[src/rtl/io_pattern_tester_if.sv]
// Key inputs and pattern/status outputs of io_pattern_tester.
// The master side is the board/bench, and the slave side is the tester block.
interface io_pattern_tester_if #(
  parameter int CH_NUM = 34
);
  logic              i_key_mode;
  logic              i_key_pause;
  logic [CH_NUM-1:0] o_io;
  logic [1:0]        o_mode;
  logic              o_paused;
  logic              o_tick;

  modport master (
    output i_key_mode, i_key_pause,
    input  o_io, o_mode, o_paused, o_tick
  );

  modport slave (
    input  i_key_mode, i_key_pause,
    output o_io, o_mode, o_paused, o_tick
  );
endinterface

[src/rtl/io_pattern_tester.sv]
// Drives CH_NUM IO pins with ALT / WALK / COUNT / PRBS7 patterns advancing on a prescaled tick.
// Two debounced active-low keys are used: one cycles the mode, and the other toggles pause.
module io_pattern_tester #(
  parameter int CH_NUM     = 34,
  parameter int TICK_DIV   = 25000000,
  parameter int DEB_CYCLES = 1000000
) (
  input logic              i_clk,
  input logic              i_rst,
  io_pattern_tester_if.slave bus
);
  localparam int PW = $clog2(TICK_DIV);
  localparam int DW = (DEB_CYCLES > 1) ? $clog2(DEB_CYCLES) : 1;

  typedef enum logic [1:0] {
    MODE_ALT   = 2'd0,
    MODE_WALK  = 2'd1,
    MODE_COUNT = 2'd2,
    MODE_PRBS  = 2'd3
  } mode_e;

  // Index 0 is the mode key, and index 1 is the pause key.
  logic [1:0]    raw;
  logic [1:0]    sync1, sync2, deb, deb_d;
  logic [DW-1:0] cnt [2];
  logic [1:0]    press;

  mode_e             mode;
  mode_e             next_mode;
  logic [CH_NUM-1:0] io;
  logic              paused;
  logic              tick;
  logic [PW-1:0]     presc;
  logic [6:0]        lfsr;
  logic              nb;

  function automatic logic [CH_NUM-1:0] seed_of(input mode_e m);
    logic [CH_NUM-1:0] s;
    s = '0;
    case (m)
      MODE_ALT:  for (int unsigned i = 1; i < unsigned'(CH_NUM); i += 2) s[i] = 1'b1;
      MODE_WALK: s[0] = 1'b1;
      default:   s = '0;
    endcase
    return s;
  endfunction

  assign raw       = {bus.i_key_pause, bus.i_key_mode};
  assign press     = deb_d & ~deb;
  assign nb        = lfsr[6] ^ lfsr[5];
  assign next_mode = mode_e'(mode + 2'd1);

  always_ff @(posedge i_clk) begin
    if (i_rst) begin
      sync1 <= '1;
      sync2 <= '1;
      deb   <= '1;
      deb_d <= '1;
      for (int unsigned k = 0; k < 2; k++) cnt[k] <= '0;
    end else begin
      sync1 <= raw;
      sync2 <= sync1;
      deb_d <= deb;
      for (int unsigned k = 0; k < 2; k++) begin
        if (sync2[k] == deb[k]) begin
          cnt[k] <= '0;
        end else if (cnt[k] == DW'(DEB_CYCLES - 1)) begin
          deb[k] <= sync2[k];
          cnt[k] <= '0;
        end else begin
          cnt[k] <= cnt[k] + 1'b1;
        end
      end
    end
  end

  // A mode press takes priority over a coincident tick, so the new seed is never advanced in the same cycle.
  always_ff @(posedge i_clk) begin
    if (i_rst) begin
      io     <= seed_of(MODE_ALT);
      mode   <= MODE_ALT;
      paused <= 1'b0;
      tick   <= 1'b0;
      presc  <= '0;
      lfsr   <= 7'h7F;
    end else begin
      tick <= 1'b0;
      if (press[1]) paused <= ~paused;
      if (press[0]) begin
        mode  <= next_mode;
        io    <= seed_of(next_mode);
        presc <= '0;
        lfsr  <= 7'h7F;
      end else if (!paused) begin
        if (presc == PW'(TICK_DIV - 1)) begin
          presc <= '0;
          tick  <= 1'b1;
          case (mode)
            MODE_ALT:   io <= ~io;
            MODE_WALK:  io <= {io[CH_NUM-2:0], io[CH_NUM-1]};
            MODE_COUNT: io <= io + 1'b1;
            MODE_PRBS: begin
              lfsr <= {lfsr[5:0], nb};
              io   <= {io[CH_NUM-2:0], nb};
            end
          endcase
        end else begin
          presc <= presc + 1'b1;
        end
      end
    end
  end

  assign bus.o_io     = io;
  assign bus.o_mode   = mode;
  assign bus.o_paused = paused;
  assign bus.o_tick   = tick;
endmodule
[src/flat_wrapper.sv]
// flat-port wrapper written by rule: the top's interface ports become plain ports
module io_pattern_tester_flat 
#(
  parameter int CH_NUM     = 34,
  parameter int TICK_DIV   = 25000000,
  parameter int DEB_CYCLES = 1000000
)
  (i_clk, i_rst, bus_i_key_mode, bus_i_key_pause, bus_o_io, bus_o_mode, bus_o_paused, bus_o_tick);
  io_pattern_tester_if #(.CH_NUM(CH_NUM)) bus_i ();
  input logic i_clk;
  input logic i_rst;
  input wire logic [$bits(bus_i.i_key_mode)-1:0] bus_i_key_mode;
  input wire logic [$bits(bus_i.i_key_pause)-1:0] bus_i_key_pause;
  output wire logic [$bits(bus_i.o_io)-1:0] bus_o_io;
  output wire logic [$bits(bus_i.o_mode)-1:0] bus_o_mode;
  output wire logic [$bits(bus_i.o_paused)-1:0] bus_o_paused;
  output wire logic [$bits(bus_i.o_tick)-1:0] bus_o_tick;
  assign bus_i.i_key_mode = bus_i_key_mode;
  assign bus_i.i_key_pause = bus_i_key_pause;
  assign bus_o_io = bus_i.o_io;
  assign bus_o_mode = bus_i.o_mode;
  assign bus_o_paused = bus_i.o_paused;
  assign bus_o_tick = bus_i.o_tick;
  io_pattern_tester #(.CH_NUM(CH_NUM), .TICK_DIV(TICK_DIV), .DEB_CYCLES(DEB_CYCLES)) u_core (.i_clk(i_clk), .i_rst(i_rst), .bus(bus_i));
endmodule
[config.mk]
export PLATFORM = sky130hd
export DESIGN_NAME = io_pattern_tester_flat
export DESIGN_NICKNAME = d
export VERILOG_FILES = /design/src/rtl/io_pattern_tester_if.sv /design/src/rtl/io_pattern_tester.sv /design/src/flat_wrapper.sv
export SDC_FILE = /design/constraint.sdc
export NUM_CORES = 1
export LEC_CHECK = 0
export CAP_MARGIN = 25
export CORE_MARGIN = 1.5
export CORE_UTILIZATION = 36
export CTS_CLUSTER_SIZE = 14
export DETAILED_ROUTE_END_ITERATION = 10
export SETUP_SLACK_MARGIN = 0.1
export SLEW_MARGIN = 30
export SYNTH_ARGS = -nofsm -noshare
export SYNTH_HDL_FRONTEND = slang
export SYNTH_SLANG_ARGS = --single-unit
[constraint.sdc]
create_clock -name i_clk -period 5.4 [get_ports i_clk]
set_clock_uncertainty 0.15 [all_clocks]
set_input_delay 1.62 -clock i_clk [delete_from_list [all_inputs] [get_ports i_clk]]
set_output_delay 1.62 -clock i_clk [all_outputs]
set_load 0.01 [all_outputs]
# [Word level (Yosys, flattened, before mapping)]
# Memories as Yosys holds them, arrays and structs flattened.
# Index checks and enable logic that the tools add are counted.
[classes] add_sub_neg=5 eq_ne=10 mux=38 bitwise_logic=13 n_reduce_logical=10
[op_table] cell="34-bit case mux with 4 select lines" count=1
[op_table] cell="20-bit two-way mux" count=6
[op_table] cell="34-bit two-way mux" count=3
[op_table] cell="20-bit by 1-bit adder with 20-bit output (second input constant)" count=2
[op_table] cell="20-bit == test (second input constant)" count=2
[op_table] cell="34-bit by 1-bit adder with 34-bit output (second input constant)" count=1
[op_table] cell="34-bit NOT" count=1
[op_table] cell="1-bit two-way mux" count=27
[op_table] cell="25-bit by 1-bit adder with 25-bit output (second input constant)" count=1
[op_table] cell="25-bit == test (second input constant)" count=1
[op_table] cell="25-bit two-way mux" count=1
[op_table] cell="2-bit AND reduction" count=4
[op_table] cell="1-bit OR" count=6
[op_table] cell="2-bit by 1-bit == test with 1-bit output (second input constant)" count=2
[op_table] cell="2-bit == test (second input constant)" count=2
[op_table] cell="2-bit zero test" count=2
[op_table] cell="1-bit NOT" count=3
[op_table] cell="3-bit AND reduction" count=1
[op_table] cell="3-bit OR reduction" count=1
[op_table] cell="2-bit by 1-bit adder with 2-bit output (second input constant)" count=1
[op_table] cell="2-bit bitwise AND" count=1
[op_table] cell="1-bit == test" count=2
[op_table] cell="2-bit by 1-bit inequality test with 1-bit output (second input constant)" count=1
[op_table] cell="2-bit NOT" count=1
[op_table] cell="other kinds (3)" count=3
[word_totals] register_bits=78 ram_bits=40 in_bits=4 output_inout_bits=38 elab_cells=89 n_memories=1
[mem_list] memory="u_core.cnt" depth=2 word_bits=20 read_ports=2 rd_ports_with_merged_regs=0 wr=2 line_no="io_pattern_tester.sv:25" rtl="logic [DW-1:0] cnt [2];"

# [Logic depth before layout (Yosys ltp)]
[logic_depth] ltp_word=7 ltp_mapped=10 mapped_depth_nobuf=8

# [Worst setup path before layout]
# OpenSTA, ideal clock, no wires.
[synth_path] kind="input-to-reg" from="input port i_rst" to="memory u_core.cnt[0][10] (netlist name), data pin" setup_time_ns=0.266 t_arrival_ns=2.201 t_required_ns=4.984 setup_slack_ns=2.783 cell_stages=4 cell_sequence="nor2_1 -> nand2_1 -> clkbuf_1 -> nor2_1"
[synth_rtl] element="start, declared" line_no="flat_wrapper.sv:11" rtl="input logic i_rst;"
[synth_rtl] element="end, declared" line_no="io_pattern_tester.sv:25"

# [Final worst setup path]
[layout_path] from="input port i_rst" to="register u_core.presc[14]"
[layout_via] elab_chain_len=1
[layout_rtl] element="2-bit OR reduction (no source line)"
[layout_rtl] element="end signal, assigned" line_no="io_pattern_tester.sv:108" rtl="presc <= presc + 1'b1;"
[layout_rtl] element="end, declared" line_no="io_pattern_tester.sv:33" rtl="logic [PW-1:0] presc;"
# Every way passes these cells.
# A chain may end at the register's enable or synchronous reset.

==> summary.txt <==
outcome: complete, no violations
gr usage total: 17.1%
crit path DAT: 3.49 ns
drt pass-1 iters: 5
Initial Util: 36.7%
Most common cell on crit path: nor2_1
post-synthesis mux area share: 0.152%
reg2reg setup slack: 2.49 ns
DP HPWL: 10.5 mm
Critical Path Source Type: input pin
final hold violations: 0
Clock Latency Late Sink: 0.42 ns
Placer Congestion: 0.816
port bufs: 41
max-slew violation count: 0
Die Y: 138 um
Crit path required time: 5.52 ns
R2R Path End: u_core.presc[14]$_SDFFE_PP0N_
Synth Area in Compound Gates: 16.1%
placed cells: 1036
Post-CTS Setup Bufs: 0
reg2reg start: u_core.presc[0]$_SDFFE_PP0N_
vias in the first global route: 5294
main combinational cell family by area after synthesis: simple AND/OR/NAND/NOR gates
cells along the critical path: clkdlybuf4s50_1 > nor2_1 > buf_4 > nand2_1 > nor2_1
RSZ-0062 raised after global routing: no
CTS tree: yes
via/cell ratio: 5.47
final setup vio count: 0
initial drt markers: 392
Max FO, Critical Path: 25
maximum clock frequency: 297 MHz
clock buffer count from CTS: 17
Yosys cell types: 68
Hold Crit Start: u_core.sync1[1]$_SDFF_PP1_
first-pass GRT wire length: 27.0 mm
I/O pin total: 42
path type of the worst setup path: input pin to register
via count: 5845
Hold EP: u_core.sync2[1]$_SDFF_PP1_
leakage power: 2.76 nW
clock-pin slew on the worst setup and hold paths: 0.06 ns
synthesized-area fraction occupied by adder cells: 1.71%
CP max-delay cell: clkdlybuf4s50_1
Max transition margin: 36.5%
Hold-fix buffers, CTS: 0
commonest non-fill, non-tap cell in the layout: nor2_1
Post-Synth Simple-Gate Area: 27.2%
YS warnings: 0
post-synthesis xor/xnor area fraction: 8.36%
initial antenna violation count: 0
slew at the pin with the worst max-slew slack: 0.950 ns
Power Density: 279 mW/mm^2
Synth Cell Area: 0.00660 mm^2
CP top delay family: buffers and inverters
htree depth: 4
hold path cells: 1
max-cap viol count: 0
Max clock buf depth: 2
Post-Synthesis Cells: 771
#FFs+latches synth: 118
Worst IR Drop VDD: 221 uV
diode count: 0
most frequent cells in the layout: nor2_1, dfxtp_1, nand2_1, nand3_1
largest net degree at the start of global routing: 35
wire length per cell: 15.0 um
area grow syn2layout: 19.5%
Pwr Total: 2.20 mW
Post-synth top flop: dfxtp_1
Rows: 49
Nets: 839
Final Non-Filler Cells: 1068
Die Wd: 138 um
Residual DRC: 0
FF-to-FF path depth: 6
Die Area: 0.0191 mm^2
CP endpoint kind: register
EDFF count, synth: 40
Min-Delay Path Class: register to register
final wirelength: 16.0 mm
clock root buffer: clkbuf_16
Post-synth ARST share: 0%
Synth Area per Inst: 8.56 um^2
Core Area: 0.0180 mm^2
TNS Setup: 0 ns
share of cells above drive strength 1: 6.91%
CP peak stage delay: 0.82 ns
register area share after synthesis: 41.9%
crit path buf inv count: 2
Post-CTS Resized: 0
fin crit share: 62.4%
minimum clock period after layout: 3.37 ns
gr ovfl total: 0
clk sinks: 118
Final ANT Viol Nets: 0
==> area by class of cell <==
type                       instances  area, um^2
timing repair buffer              48         463
sequential                       118        2760
multi-input combinational        628        3690
fill                            1775       10100
tap                              229         287
inverter                          13        48.8
clock inverter                    15         203
clock buffer                      17         425
==> routing by layer <==
layer	track usage (%)	routed length, um	up-vias
met5	0	0	-
met4	4.65	152	0
met3	3.81	913	11
met2	26.1	7110	157
met1	24.2	7820	2792
li1	-	-	2885
==> synthesized netlist by cell type (all sizes together) (3+ instances only) <==
library cell | number | area, um^2
nor2 | 100 | 375
dfxtp | 78 | 1560
nand2 | 71 | 267
nand3 | 54 | 270
o21ai | 48 | 240
xor2 | 42 | 368
edfxtp | 40 | 1200
a21oi | 38 | 194
clkbuf | 37 | 139
nor3 | 24 | 130
nand4 | 23 | 150
and3 | 21 | 131
xnor2 | 21 | 184
buf | 14 | 109
inv | 13 | 48.8
or3 | 11 | 68.8
a31oi | 10 | 62.6
nor4 | 10 | 83.8
ha | 9 | 113
nor4b | 8 | 70.1
or2 | 8 | 50.1
a221oi | 7 | 61.3
o221ai | 7 | 61.3
a311oi | 5 | 43.8
a32oi | 5 | 43.8
and2 | 5 | 31.3
and4 | 5 | 43.8
nor2b | 5 | 31.3
a211oi | 4 | 30.0
a22oi | 4 | 30.0
a211o | 3 | 26.3
nand2b | 3 | 18.8
o211ai | 3 | 22.5
o21a | 3 | 22.5
==> how the worst max path moves through the flow <==
| stage | start | endpoint | depth (start not counted) |
|---|---|---|---|
| after floorplan | i_rst | u_core.cnt[0][10]$_SDFFCE_PN0P_ | 4 |
| after global placement | i_rst | u_core.presc[21]$_SDFFE_PP0N_ | 5 |
| after detailed placement | i_rst | u_core.presc[19]$_SDFFE_PP0N_ | 5 |
| after CTS | i_rst | u_core.presc[19]$_SDFFE_PP0N_ | 5 |
| after global routing | i_rst | u_core.presc[15]$_SDFFE_PP0N_ | 5 |
| final | i_rst | u_core.presc[14]$_SDFFE_PP0N_ | 5 |
==> metrics by stage <==
stage          setup WS, ns  utilization, %  hold slack, ns  area (um^2)
2_1_floorplan          2.78               -           0.239         6740
6_report               2.03            43.9           0.261         7880
4_1_cts                2.00            43.9           0.266         7880
5_1_grt                1.79            43.9           0.280         7880
3_3_place_gp           1.55            40.4           0.245         7250
3_5_place_dp           1.53            40.4           0.250         7250
==> power by group <==
part	switching [mW]	total, mW	internal [mW]
Clock	0.428	1.20	0.774
Sequential	0.0159	0.950	0.934
Combinational	0.0266	0.0431	0.0165
Total	0.471	2.20	1.72
==> sequential cells by signal, summed over array words and instances, names as in the netlist <==
register / cells
u_core.sync2: 2
u_core.cnt: 40
u_core.lfsr: 7
u_core.bus.o_tick: 1
u_core.bus.o_mode: 2
u_core.deb_d: 2
u_core.sync1: 2
u_core.presc: 25
u_core.deb: 2
u_core.bus.o_paused: 1
u_core.bus.o_io: 34
==> worst reg2reg max path, stage by stage, from the launching register on <==
cell and delay, ns:
dfxtp_1 0.37, ha_1 0.22, nand3b_4 0.09, or2_1 0.35, or4_4 0.78, nand2_1 0.70, nor2_1 0.11
==> cell families after synthesis <==
logic type	Yosys count
AND/OR/NAND/NOR	355
AO/OA/AOI/OAI	160
flip-flops	118
buffers and inverters	64
XOR/XNOR	63
adder cells (fa/ha/maj)	9
other	1
multiplexers	1
Note: power is estimated with default switching activity, not from simulation.
